`src/rtl/exe_div_unit.sv`:
```
// Iterative radix-2 restoring divider (DIV/DIVU) returning {remainder, quotient} as HI/LO.
// Optional macro DIV_EARLY_TERM_EN: finish immediately when |divisor| > |dividend|.
module exe_div_unit #(
    parameter int DATA_W = 32,
    parameter int CNT_W  = 6
) (
    input  logic                  cpu_clk_50M,
    input  logic                  cpu_rst,
    input  logic                  div_start,
    input  logic                  div_signed,
    input  logic [DATA_W-1:0]     div_opdata1,
    input  logic [DATA_W-1:0]     div_opdata2,
    input  logic                  div_cancel,
    output logic                  div_stall,
    output logic                  div_ready,
    output logic [2*DATA_W-1:0]   div_hilo
);

    typedef enum logic [1:0] {
        S_IDLE = 2'd0,
        S_CALC = 2'd1,
        S_DONE = 2'd2
    } state_t;

    state_t                state_q, state_d;
    logic [CNT_W-1:0]      cnt_q, cnt_d;
    logic [DATA_W-1:0]     rem_q, rem_d;
    logic [DATA_W-1:0]     quo_q, quo_d;
    logic [DATA_W-1:0]     dvs_q, dvs_d;
    logic                  q_neg_q, q_neg_d;
    logic                  r_neg_q, r_neg_d;
    logic [2*DATA_W-1:0]   hilo_q, hilo_d;

    logic                  a_neg, b_neg;
    logic [DATA_W-1:0]     a_mag, b_mag;
    logic [DATA_W:0]       r_shift, r_diff;
    logic                  r_ge;
    logic [DATA_W-1:0]     rem_nx, quo_nx;
    logic                  accept;

    assign a_neg = div_signed & div_opdata1[DATA_W-1];
    assign b_neg = div_signed & div_opdata2[DATA_W-1];
    assign a_mag = a_neg ? (~div_opdata1 + DATA_W'(1)) : div_opdata1;
    assign b_mag = b_neg ? (~div_opdata2 + DATA_W'(1)) : div_opdata2;

    // quo_q doubles as the dividend shift register: its MSB feeds the partial remainder
    assign r_shift = {rem_q, quo_q[DATA_W-1]};
    assign r_diff  = r_shift - {1'b0, dvs_q};
    assign r_ge    = (r_shift >= {1'b0, dvs_q});
    assign rem_nx  = r_ge ? r_diff[DATA_W-1:0] : r_shift[DATA_W-1:0];
    assign quo_nx  = {quo_q[DATA_W-2:0], r_ge};

    assign accept  = (state_q == S_IDLE) & div_start & ~div_cancel;

    always_ff @(posedge cpu_clk_50M or posedge cpu_rst) begin
        if (cpu_rst) begin
            state_q <= S_IDLE;
            cnt_q   <= '0;
            rem_q   <= '0;
            quo_q   <= '0;
            dvs_q   <= '0;
            q_neg_q <= 1'b0;
            r_neg_q <= 1'b0;
            hilo_q  <= '0;
        end else begin
            state_q <= state_d;
            cnt_q   <= cnt_d;
            rem_q   <= rem_d;
            quo_q   <= quo_d;
            dvs_q   <= dvs_d;
            q_neg_q <= q_neg_d;
            r_neg_q <= r_neg_d;
            hilo_q  <= hilo_d;
        end
    end

    always_comb begin
        state_d = state_q;
        cnt_d   = cnt_q;
        rem_d   = rem_q;
        quo_d   = quo_q;
        dvs_d   = dvs_q;
        q_neg_d = q_neg_q;
        r_neg_d = r_neg_q;
        hilo_d  = hilo_q;
        case (state_q)
            S_IDLE: begin
                if (accept) begin
                    q_neg_d = a_neg ^ b_neg;
                    r_neg_d = a_neg;
                    dvs_d   = b_mag;
                    quo_d   = a_mag;
                    rem_d   = '0;
                    cnt_d   = '0;
                    if (div_opdata2 == '0) begin
                        state_d = S_DONE;
                        hilo_d  = {div_opdata1, {DATA_W{1'b1}}};
                    end
`ifdef DIV_EARLY_TERM_EN
                    else if (b_mag > a_mag) begin
                        state_d = S_DONE;
                        hilo_d  = {div_opdata1, {DATA_W{1'b0}}};
                    end
`endif
                    else begin
                        state_d = S_CALC;
                    end
                end
            end
            S_CALC: begin
                if (div_cancel) begin
                    state_d = S_IDLE;
                end else begin
                    rem_d = rem_nx;
                    quo_d = quo_nx;
                    cnt_d = cnt_q + CNT_W'(1);
                    // result is registered on the way into DONE so it is valid with div_ready
                    if (cnt_q == CNT_W'(DATA_W - 1)) begin
                        state_d = S_DONE;
                        hilo_d  = {(r_neg_q ? (~rem_nx + DATA_W'(1)) : rem_nx),
                                   (q_neg_q ? (~quo_nx + DATA_W'(1)) : quo_nx)};
                    end
                end
            end
            S_DONE: begin
                state_d = S_IDLE;
            end
            default: begin
                state_d = S_IDLE;
            end
        endcase
    end

    assign div_stall = ~cpu_rst & (accept | (state_q == S_CALC));
    assign div_ready = (state_q == S_DONE);
    assign div_hilo  = hilo_q;

endmodule

```
`config.mk`:
```
export PLATFORM = sky130hd
export DESIGN_NAME = exe_div_unit
export DESIGN_NICKNAME = d
export VERILOG_FILES = /design/src/rtl/exe_div_unit.sv
export SDC_FILE = /design/constraint.sdc
export NUM_CORES = 1
export LEC_CHECK = 0
export BUFFER_PORTS_ARGS = -buffer_cell sky130_fd_sc_hd__buf_2
export CAP_MARGIN = 20
export CORE_MARGIN = 1.5
export CORE_UTILIZATION = 55
export CTS_BUF_LIST = sky130_fd_sc_hd__clkbuf_16
export CTS_CLUSTER_SIZE = 14
export DETAILED_ROUTE_END_ITERATION = 6
export GPL_TIMING_DRIVEN = 0
export PLACE_DENSITY = 0.78
export SLEW_MARGIN = 20
export SYNTH_ARGS = -nofsm -noshare
export SYNTH_HDL_FRONTEND = slang
export SYNTH_SLANG_ARGS = --single-unit
export TNS_END_PERCENT = 5
```
`constraint.sdc`:
```
create_clock -name cpu_clk_50M -period 5.4 [get_ports cpu_clk_50M]
set_input_delay 0.81 -clock cpu_clk_50M [delete_from_list [all_inputs] [get_ports cpu_clk_50M]]
set_output_delay 0.81 -clock cpu_clk_50M [all_outputs]
set_load 0.02 [all_outputs]
```
==> run summary, run 1 <==
The number of standard cells in the layout, taps in and fillers out came out at 2020. In the routed layout, each cell is associated on average with a via count of 6.13. On the final layout, the worst clock skew is 0.0107 ns. The synthesized design contains 0 enable-type register cells. Derived from the worst setup path, the maximum achievable clock frequency is 189 MHz. The endpoint type of the worst setup path was a register. The sink count of the clock tree came out at 170. Prevailing post-synth register cell: sky130_fd_sc_hd__dfrtp_1.

The tightest min-delay check is of the input pin to async pin type. Number of warnings issued by yosys: 0. The instance area at placement is 13700 µm². The unique cell type count in the Yosys netlist is 85, and the die height is 154 µm. The average wire per cell in the routed design works out to 19.3 µm. Combinational logic is responsible for 62.4% of the overall power.

The top cell type by area accounts for 34.0% of the synthesized area. The logs give 23700 µm² for the full die area and 1564 for the synthesized netlist cell count. The static leakage is 6.38 nW.

The cell sitting at the root of the clock tree is a sky130_fd_sc_hd__clkbuf_16. The count of boundary I/O pins is 135. The tools report the total setup violations reported at the end of the flow as 0.

TritonCTS built the clock tree. Entering global routing, the biggest net connects 36 pins. In this run the power density over the cells is 569 nW/µm². For this run, the total global-route usage over all layers was measured as 33.0%.

The total of buffers placed on input and output ports was 134. Sorting the synthesized cells by area gives the leading types as sky130_fd_sc_hd__dfrtp_1 (34%), sky130_fd_sc_hd__o21ai_0 (6.8%), sky130_fd_sc_hd__nand2_1 (6.4%), sky130_fd_sc_hd__xor2_1 (5.7%), sky130_fd_sc_hd__a21oi_1 (5.2%). The number of buffers on the longest clock path was 2; the number of buffers inserted during clock tree synthesis was 17. The run gives 0 as the final number of hold-violating endpoints. STA classifies the critical path startpoint as a register.

The final layout contains routed wiring with a total length of 39.1 mm. At the pin with the least slew margin, the transition time is 0.858 ns. The global-route wire length before repair is 61.5 mm. The number of nets in the synthesized netlist is 1671.

The switching part of the total power is 50.5%. For this run, asynchronously set or reset flops after synthesis account for 100%. In this run the cell area of the synthesized design comes to 12500 µm². Critical path start-end classification: register to register. Total instance count after detailed placement: 1989. The endpoint required time on the critical path came out at 5.72 ns.

The internal portion of the total power is 4.05 mW. Before antenna repair, the detailed router went through 6 iterations. Placed wire-length estimate: 31.1 mm. The clock period could shrink to 5.30 ns.

Sequential elements use 34.0% of the synthesized area. After detailed routing, the number of remaining DRC violations is 0. The number of cells traversed by the worst register-to-register path works out to 19.

After the first detailed-routing iteration, the DRC count stood at 1005. The congestion estimate from routability-driven global placement came to 1.01. The total area inside the core boundary comes to 22500 µm². The initial antenna violation count is 0. In this run the tightest slew margin relative to its limit is 42.8%. The multi-input combinational cells in the finished layout cover a total of 7800 µm². In the final layout, the share of cells above drive strength 1 is 14.9%. The final-report max-slew violation count is 0. Detailed routing inserted a total of 12380 vias. The total grt overflow is 0, and the insertion delay to the later sink of the worst-skew pair is 0.45 ns. In this run the power spent charging and discharging nets is 4.13 mW. Setup repair after global routing could not meet its margin everywhere. In this run the worst path has a maximum fanout of 10. Data on the critical path arrives at its endpoint at 5.62 ns. In this run the remaining antenna-violating nets after routing total 0. The initialized floorplan defines 55 standard-cell rows. The storage element area was 4260 µm². Of all cell types, the one taking the most synthesized area is sky130_fd_sc_hd__dfrtp_1.

The clock transition at the registers of the reported paths was 0.07 ns. The synthesized flop and latch total works out to 170. After routing the design area is 14400 µm². From synthesis to final layout, the design area changed by 15.0%.

In the final design database the tool counted 1829 nets. The average cell area after synthesis came out at 8.00 µm². The final core utilization is 64.0%, and the clock network fraction of design power is 14.8%. The die boundary width was 154 µm. The number of maximum-capacitance constraint violations is 0, and the peak supply drop is 281 µV.

The run finished with clean final reports. For this configuration, the core starts out at a cell density of 55.6%. The H-tree generated during clock tree synthesis spans 4 levels.

The tools report the number of inserted filler cells in the final layout as 2021. After layout, the worst path uses 98.2% of the clock period. The logs give 11724 for the via count of the first global-routing pass and 22.8% for the sequential share of power. The number of antenna diodes in the final layout is 0.
## path summary, 6_finish.rpt
kind	start	end	slack, ns
worst max-delay path	rem_q[0]	div_hilo[52]	0.1
worst min-delay path	cpu_rst	div_hilo[37]	0.36
worst max register to register	rem_q[0]	div_hilo[52]	0.1
worst min register to register	dvs_q[8]	dvs_q[8]	0.48
max in group asynchronous	cpu_rst	quo_q[31]	4.06
min in group cpu_clk_50M	dvs_q[8]	dvs_q[8]	0.48
## per-layer routing
| metal | routed length [µm] | GRT usage (%) | vias to the layer above |
|---|---|---|---|
| met1 | 16100 | 41.0 | 5797 |
| met3 | 2440 | 4.71 | 113 |
| met4 | 1910 | 16.7 | 0 |
| met2 | 18600 | 56.3 | 536 |
| li1 | - | - | 5934 |
| met5 | 0 | 0 | - |
## final cells by class
cell class                      instances  share of cell area (%)
Buffer                                 84                    2.80
Clock buffer                           17                    2.96
Clock inverter                         15                   0.956
Inverter                               52                    1.40
Multi-Input combinational cell       1252                    54.2
Sequential cell                       170                    29.6
Tap cell                              285                    2.48
Timing Repair Buffer                  145                    5.65
## critical path, cell delays in order (launching register included)
cell                       delay, ns
sky130_fd_sc_hd__dfrtp_2        0.47
sky130_fd_sc_hd__ha_1           0.32
sky130_fd_sc_hd__nor2b_1        0.16
sky130_fd_sc_hd__o2111a_2       0.32
sky130_fd_sc_hd__o311a_4        0.35
sky130_fd_sc_hd__o31ai_4        0.30
sky130_fd_sc_hd__nand3_2        0.20
sky130_fd_sc_hd__buf_8          0.20
sky130_fd_sc_hd__buf_8          0.15
sky130_fd_sc_hd__buf_8          0.16
sky130_fd_sc_hd__o21ai_4        0.25
sky130_fd_sc_hd__ha_4           0.20
sky130_fd_sc_hd__nand3_1        0.09
sky130_fd_sc_hd__or3_1          0.33
sky130_fd_sc_hd__or3_1          0.41
sky130_fd_sc_hd__or3_1          0.38
sky130_fd_sc_hd__o41a_4         0.15
sky130_fd_sc_hd__o31ai_2        0.29
sky130_fd_sc_hd__mux2i_1        0.33
sky130_fd_sc_hd__nand3_1        0.11
## power by group through the flow
stage / Clock [mW] / Combinational [mW] / Sequential, mW
2_1_floorplan: 0 / 3.56 / 1.80
3_3_place_gp: 0 / 4.66 / 1.86
3_5_place_dp: 0 / 4.74 / 1.88
4_1_cts: 1.20 / 4.88 / 1.86
5_1_grt: 1.25 / 5.56 / 1.90
6_report: 1.21 / 5.10 / 1.87
## state kept, by name (all words and copies together), names as in the netlist
name,cells
state_q,2
dvs_q,32
q_neg_q,1
cnt_q,6
rem_q,32
quo_q,32
div_hilo,64
r_neg_q,1
## Yosys cell counts (6+ instances only)
master and number:
sky130_fd_sc_hd__nand2_1 213, sky130_fd_sc_hd__dfrtp_1 170, sky130_fd_sc_hd__o21ai_0 170, sky130_fd_sc_hd__nor2_1 138, sky130_fd_sc_hd__a21oi_1 129, sky130_fd_sc_hd__xor2_1 81
sky130_fd_sc_hd__clkbuf_1 63, sky130_fd_sc_hd__inv_1 50, sky130_fd_sc_hd__xnor2_1 49, sky130_fd_sc_hd__nor3_1 43, sky130_fd_sc_hd__ha_1 37, sky130_fd_sc_hd__or3_1 33
sky130_fd_sc_hd__a31oi_1 32, sky130_fd_sc_hd__mux2i_1 31, sky130_fd_sc_hd__nand3_1 26, sky130_fd_sc_hd__o31ai_1 22, sky130_fd_sc_hd__nand4_1 17, sky130_fd_sc_hd__nand2b_1 16
sky130_fd_sc_hd__buf_2 15, sky130_fd_sc_hd__o41ai_1 15, sky130_fd_sc_hd__and2_1 13, sky130_fd_sc_hd__and3_1 13, sky130_fd_sc_hd__nor4_1 13, sky130_fd_sc_hd__or4_1 13
sky130_fd_sc_hd__a211oi_1 11, sky130_fd_sc_hd__a21o_1 11, sky130_fd_sc_hd__o211ai_1 11, sky130_fd_sc_hd__o21a_1 11, sky130_fd_sc_hd__nor2b_1 8, sky130_fd_sc_hd__nor4b_1 6
sky130_fd_sc_hd__o31a_1 6
## stage by stage
step | TNS (ns) | worst slack [ns] | hold WS [ns] | total power [mW]
CTS | 0 | 0.00544 | 0.373 | 7.94
global placement | -10.77 | -1.07 | 0.464 | 6.53
global route | -0.0616 | -0.0295 | 0.393 | 8.72
detailed placement | -12.61 | -1.10 | 0.469 | 6.62
finish | 0 | 0.0967 | 0.360 | 8.18
floorplan | 0 | 0.381 | 0.450 | 5.37
## cell families (layout without fill, tap and decap cells)
kind of cell	Yosys count	after routing	synth area share [%]
AND/OR/NAND/NOR	575	575	22.0
AO/OA/AOI/OAI	473	473	23.4
flip-flops	170	170	34.0
buffers and inverters	142	313	4.69
XOR/XNOR	130	130	9.10
adder cells (fa/ha/maj)	38	38	3.86
multiplexers	36	36	2.93
## timing repair
action | 4_1_cts | 5_1_grt
endpoints found under the setup margin | 19 | 11
buffers inserted | 4 | 1
resized for setup | 26 | 21
pin swaps | 3 | 1
hold buffers | 0 | 0
## layout by cell type, fill, tap and decap left out, types with 49 or more instances in the layout
cell	count
sky130_fd_sc_hd__a21oi_1	124
sky130_fd_sc_hd__buf_2	148
sky130_fd_sc_hd__clkbuf_1	54
sky130_fd_sc_hd__dfrtp_1	165
sky130_fd_sc_hd__inv_1	49
sky130_fd_sc_hd__nand2_1	212
sky130_fd_sc_hd__nor2_1	137
sky130_fd_sc_hd__o21ai_0	168
sky130_fd_sc_hd__xnor2_1	49
sky130_fd_sc_hd__xor2_1	81
No activity file was read; power rests on OpenSTA's default activity.
==> run 2, diff against run 1 <==
- clock period: 5.4 -> 4.8 ns (I/O delays scaled with it)
==> run 2 against run 1 <==
Net effect: the flow now finishes with violations (setup timing); first-iteration DRC count down 8.3%; clock skew fell by 0.0022 ns; worst hold slack worse by 0.090 ns; utilization is 1.2 points higher; critical endpoint is now div_hilo[58]; highest routed layer unchanged; global-route usage is 0.49 points higher; routed wire length grew 1.4%; combinational power increased by 19%.
==> run summary, run 2 (synthesis results as in run 1) <==
On the final layout, the worst clock skew is 0.00847 ns. For the remaining routing DRC violations, the log shows 0. In this run, the number of DRC markers left after iteration 0 of detailed routing was 922.

For the final number of hold-violating endpoints, the log shows 0. TritonCTS built the clock tree. Clock transition at the registers of the reported paths: 0.07 ns.

In this run the core area contains 55 standard-cell rows. STA puts the critical path data required time at 5.11 ns. The die boundary width is 154 µm, and the total grt overflow is 0. The critical path start-end classification was register to register. The area growth from synthesis to layout is 17.2%. The final wirelength is 39.6 mm, and the headroom to the max-slew limit is 41.8%. Static timing analysis puts the maximum clock frequency at 206 MHz. The logs give 62.3 mm for the global-route wire length before repair and -0.0656 ns for the final worst-path setup slack. The number of search-and-repair iterations in the first detailed-routing pass was 5. The cell sitting at the root of the clock tree is a sky130_fd_sc_hd__clkbuf_16. The worst path in the final design needs a cycle of 4.87 ns, including I/O delays and setup.

The power density relative to cell area is 650 nW/µm², and the static leakage is 6.50 nW. Setup repair after global routing could not meet its margin everywhere. The tools report the number of buffers on the longest clock path as 2. The final reports fail on setup timing. The total of buffers placed on input and output ports is 134, and the area taken by multi-input logic gates is 7910 µm². In this run the worst setup path begins at rem_q[23]. STA classifies the critical path startpoint as a register.

The logs give 0 for the total inserted antenna cells and 0 for the number of maximum-capacitance constraint violations. The H-tree generated during clock tree synthesis spans 4 levels. The reg-to-reg startpoint is rem_q[23]. Initial standard-cell utilization of the core: 55.6%. For the storage element area, the log shows 4260 µm². The flip-flop count of the largest register after layout was 64; the number of inserted filler cells in the final layout was 1981. The final clock period utilization by the worst path is 101%. The initial antenna violation count was 0. The top cell types in the final layout, fill and taps aside, are sky130_fd_sc_hd__nand2_1 (212), sky130_fd_sc_hd__o21ai_0 (168), sky130_fd_sc_hd__dfrtp_1 (164). The library cell used most frequently in the layout, excluding fill and tap cells, is sky130_fd_sc_hd__nand2_1.

The logs give 0 for the number of nets still failing antenna checks after routing and 9.53 mW for the total power after layout. The via count of the first global-routing pass came out at 11871. Across every metal layer, demand over resource in global routing totals 33.5%.

After detailed routing, the average wire length per cell comes to 19.4 µm. The logs give 0 for the final-report max-slew violation count and 5.17 ns for the worst path arrival time. Path type of the worst min-delay path: input pin to async pin. Full die area: 23700 µm². The clock reaches the later pin of the worst-skew pair after 0.44 ns. Setup violations remaining at the end of the flow were counted as 8.

The net count of the finished layout is 1846. Clock tree synthesis inserted a total of 17 buffers. The global placement routability congestion came out at 1.01. The largest fanout on the critical path came out at 10.

For the pin with the worst max-slew slack, the measured transition is 0.873 ns. The sum of negative setup slack is -0.297 ns. For this block, the via count after detailed routing is 12437. The count of hold-fix buffers inserted at cts was 0. Using the TritonRoute via totals, the vias-per-cell ratio works out to 6.11.

For the count of boundary I/O pins, the log shows 135. CTS saw 170 sinks. The post-route netlist has 16.6% of its cells at a drive strength greater than 1. The worst setup slack before clock tree synthesis is -1.70 ns. The worst setup path is captured at a register.

Entering global routing, the biggest net connects 36 pins. After floorplanning, the core was sized to cover 22500 µm². Detailed placement ended at an HPWL of 31.1 mm. The die is 154 µm tall.

The peak supply drop is 328 µV. The run finished, with violations left.
[run 2: changes by cell type in the layout (fill, tap and decap cells not counted), sizes merged]
cell	change
clkbuf	-1
buf	+18
[run 2: metrics by stage]
| step | util [%] | cells | hold slack, ns | area [µm²] |
|---|---|---|---|---|
| after global placement | 60.2 | 1983 | 0.464 | 13500 |
| final | 65.2 | 2037 | 0.271 | 14700 |
| after CTS | 64.9 | 2036 | 0.283 | 14600 |
| after floorplan | - | 1564 | 0.450 | 12500 |
| after global routing | 65.2 | 2037 | 0.303 | 14700 |
| after detailed placement | 60.7 | 1989 | 0.469 | 13700 |
[run 2: repair_timing]
action                     CTS  global route
setup endpoints to repair   30            12
gates resized for setup     63             9
pin swaps                   21             2
buffers inserted            22             1
[run 2: cell type report]
cell class              count  share of cell area, %
multi-input cells        1252                   54.0
flip-flops and latches    170                   29.1
repair buffers            163                   6.47
clock buffers              17                   2.90
plain buffers              83                   2.88
well taps                 285                   2.43
inverters                  52                   1.37
clock inverters            15                  0.938
[run 2: per-layer routing]
layer  vias to the layer above  wire [µm]  GRT usage (%)
met5                         -          0              0
met4                         0       1990           17.3
met3                       122       2540           4.51
met2                       552      18900           57.4
met1                      5798      16200           41.4
li1                       5965          -              -
[run 2: final timing paths]
check,cells after the start,slack [ns],end
min reg2reg,2,0.48,dvs_q[8]
min,2,0.27,div_hilo[35]
max in group asynchronous,5,3.55,quo_q[31]
max reg2reg,22,-0.07,div_hilo[58]
max,22,-0.07,div_hilo[58]
min in group cpu_clk_50M,2,0.48,dvs_q[8]
[run 2: where the power goes]
| group | switching (mW) | internal [mW] |
|---|---|---|
| sequential | 0.370 | 1.72 |
| clock | 0.673 | 0.685 |
| combinational | 3.73 | 2.34 |
[run 2: critical path: stages (launching register included)]
cell                        delay, ns
sky130_fd_sc_hd__dfrtp_1         0.43
sky130_fd_sc_hd__ha_1            0.31
sky130_fd_sc_hd__buf_2           0.19
sky130_fd_sc_hd__a21oi_4         0.18
sky130_fd_sc_hd__o21a_1          0.17
sky130_fd_sc_hd__o21ai_2         0.08
sky130_fd_sc_hd__a2111oi_4       0.28
sky130_fd_sc_hd__buf_4           0.20
sky130_fd_sc_hd__nand3_2         0.10
sky130_fd_sc_hd__buf_8           0.17
sky130_fd_sc_hd__buf_12          0.14
sky130_fd_sc_hd__buf_12          0.14
sky130_fd_sc_hd__mux2i_4         0.21
sky130_fd_sc_hd__ha_4            0.19
sky130_fd_sc_hd__nand3_1         0.09
sky130_fd_sc_hd__or3_1           0.34
sky130_fd_sc_hd__or3_4           0.40
sky130_fd_sc_hd__nor4_1          0.24
sky130_fd_sc_hd__a31oi_1         0.15
sky130_fd_sc_hd__nor3_2          0.23
sky130_fd_sc_hd__a41o_1          0.23
sky130_fd_sc_hd__xnor2_1         0.13
sky130_fd_sc_hd__o21ai_0         0.11
==> run 3, diff against run 2 <==
- CORE_UTILIZATION: 55 -> 28
- PLACE_DENSITY: 0.78 -> unset
- PLACE_DENSITY_LB_ADDON: unset -> 0.12
- clock period: 4.8 -> 6 ns (I/O delays scaled with it)
==> run 3 against run 2 <==
Net effect: the run now ends clean; power down 22%; maximum frequency decreased by 15%; critical path depth fell by 1; non-clock buffer count is 24 lower; utilization down 32 points; clock power shrank 12%; highest routed layer unchanged.
==> run summary, run 3 (synthesis results as in run 1) <==
The floorplan has 77 rows. The die boundary width works out to 214 µm. For the number of inserted filler cells in the final layout, the log shows 4852. The global placement routability congestion was 0.877. The critical path depth in cells is 21. The startpoint identified for the worst register-to-register timing path is rem_q[11]. The clock passes through at most 2 buffers. The tools report the number of search-and-repair iterations in the first detailed-routing pass as 5. Setup repair after global routing left no endpoint under its margin.

The worst register-to-register path has a depth of 21. The count of buffer and inverter cells on the critical path is 4, and the number of nets at the end of the flow is 1822. The average wire per cell in the routed design works out to 20.1 µm. Along the worst hold path, the cell count comes to 2. STA classifies the critical path startpoint as a register.

Entering global routing, the biggest net connects 90 pins. The min-delay analysis places its worst path in the category register to register. After detailed routing, the number of remaining DRC violations is 0.

Library cell contributing the largest single delay on the critical path: sky130_fd_sc_hd__or4_4. The first global-routing pass estimated 71.6 mm of wire. For this run, the top clock speed supported by timing is 174 MHz. The flip-flop count of the largest register after layout works out to 64. The final number of hold-violating endpoints came out at 0. Launching instance or port of the critical path: rem_q[11]. In this run the most critical hold path is launched from dvs_q[22].

The logs give 0 ns for the sum of negative setup slack and 46000 µm² for the full die area. The via count of the first global-routing pass came out at 11777. The run gives 0 as the number of nets still failing antenna checks after routing. The share of post-route cells with drive strength above 1 is 13.7%, and the slack of the worst reg-to-reg path is 0.26 ns.

For the final worst-path setup slack, the log shows 0.255 ns. The sink count of the clock tree is 170, and the clock transition at the registers of the reported paths is 0.07 ns. TritonCTS built the clock tree. After detailed routing, the total wire length is 46.5 mm. The tools report the endpoint of the worst hold path as dvs_q[22]. Buffers inserted during clock tree synthesis total 17. Across the VDD grid, the largest voltage drop is 216 µV. The final-report max-slew violation count was 0. The total of buffers placed on input and output ports came out at 134. The critical register-to-register path endpoint was div_hilo[60].

The number of violations reported at the end of detailed-routing iteration 0 is 853. Leaving out fill and tap cells, the most frequent cells in the layout are sky130_fd_sc_hd__nand2_1 (213), sky130_fd_sc_hd__dfrtp_1 (169), sky130_fd_sc_hd__o21ai_0 (168). The run gives 11974 as the number of vias after detailed routing. The tool flagged a number of max-cap violations equal to 0.

The total area inside the core boundary comes to 44100 µm². The run gives 0.0140 ns as the worst-case clock skew. In this run the clock root is driven by a sky130_fd_sc_hd__clkbuf_16.

Global-route total usage across every layer: 20.2%. The wire-length estimate of the detail-placed layout is 37.2 mm. Setup violations remaining at the end of the flow were counted as 0.

The critical path start-end classification was register to register. Compared with the post-synthesis result, the final layout area differs by 17.0%. The initial antenna violation count is 1, and the number of vias per cell after detailed routing is 5.16.

Total grt overflow: 0. Largest fanout on the critical path: 10. The library cell used most frequently in the layout, excluding fill and tap cells, is sky130_fd_sc_hd__nand2_1. Once the floorplan was initialized, standard cells occupied 28.4% of the core. In this run the static leakage power is 6.36 nW. The run gives 7.47 mW as the total power after layout. The die is 214 µm tall.

For this design, the CTS-stage hold fixing added 0 buffers. Prior to clock tree synthesis, the placed netlist has a worst setup slack of -0.590 ns. The flow ran to the end, and the final reports show no timing, DRC or antenna violations.

The endpoint required time on the critical path was 6.32 ns; the power density relative to cell area was 510 nW/µm². The tools report the count of boundary I/O pins as 135. On the final layout, the worst hold slack is 0.479 ns. For this run, the slowest stage of the critical path takes 0.57 ns. Among the stages of the critical path, the cell type that occurs most often is sky130_fd_sc_hd__or3_1. The cell family contributing the most delay on the critical path is simple AND/OR/NAND/NOR gates. For the maximum level of the CTS H-tree, the log shows 4.

The worst path uses 95.7% of the clock period. At the pin with the least slew margin, the transition time is 0.962 ns. The number of antenna diodes in the final layout is 0.

The headroom to the max-slew limit is 35.9%, and the worst path arrival time is 6.06 ns. Subtracting the final worst setup slack from the clock period gives 5.74 ns. The insertion delay to the later sink of the worst-skew pair is 0.47 ns. The worst setup path is captured at a register.

The signal on the critical path passes through ha_1, buf_6, nand2_4, or4_4, a31oi_4, o31ai_4, nand3_2, buf_6, clkbuf_4, buf_4, mux2i_2, ha_1, nand3_1, or3_1, or3_1, or3_1, o31a_1, nor3_1, a31o_2, xnor2_1, a21oi_1.
-- run 3: stage by stage --
stage	std cells	utilization (%)	instance area, µm²
floorplan	1564	-	12500
global placement	2290	31.6	13900
detailed placement	2292	31.7	14000
CTS	2324	33.1	14600
global route	2320	33.2	14600
finish	2320	33.2	14600
-- run 3: tightest hold or removal path, delay by kind of cell (launching register included) --
family,cells,cell delay (ns)
flip-flops,1,0.34
AO/OA/AOI/OAI,1,0.06
AND/OR/NAND/NOR,1,0.05
-- run 3: how the worst max path moves through the flow --
stage | end | slack (ns)
final | div_hilo[60] | 0.26
after global routing | div_hilo[60] | 0.008
after CTS | div_hilo[60] | 0.01
after detailed placement | div_hilo[60] | -0.59
after global placement | dvs_q[24] | -2.17
after floorplan | cnt_q[0] | 0.50
-- run 3: report_power, final --
part           switching, mW  internal [mW]  total (mW)
logic                   2.92           1.64        4.56
registers              0.329           1.38        1.70
clock network          0.567          0.633        1.20
total                   3.82           3.64        7.47
-- run 3: layer usage --
layer	vias to the layer above	wire, µm	global-route usage, %
met1	5738	22000	27.1
met4	0	1040	5.77
met5	-	0	0
met3	48	1410	2.70
li1	5926	-	-
met2	262	22100	33.8
-- run 3: final cells by class --
class	count	area [µm²]	area share (%)
Timing Repair Buffer	138	721	4.92
Inverter	52	205	1.40
Buffer	84	375	2.56
Sequential cell	170	4260	29.1
Clock inverter	15	188	1.28
Clock buffer	17	425	2.91
Tap cell	592	741	5.06
Multi-Input combinational cell	1252	7720	52.8
-- run 3: what timing repair did --
item,4_1_cts,5_1_grt
buffers inserted,0,2
pin swaps,0,2
resized for setup,10,8
endpoints found under the setup margin,13,11
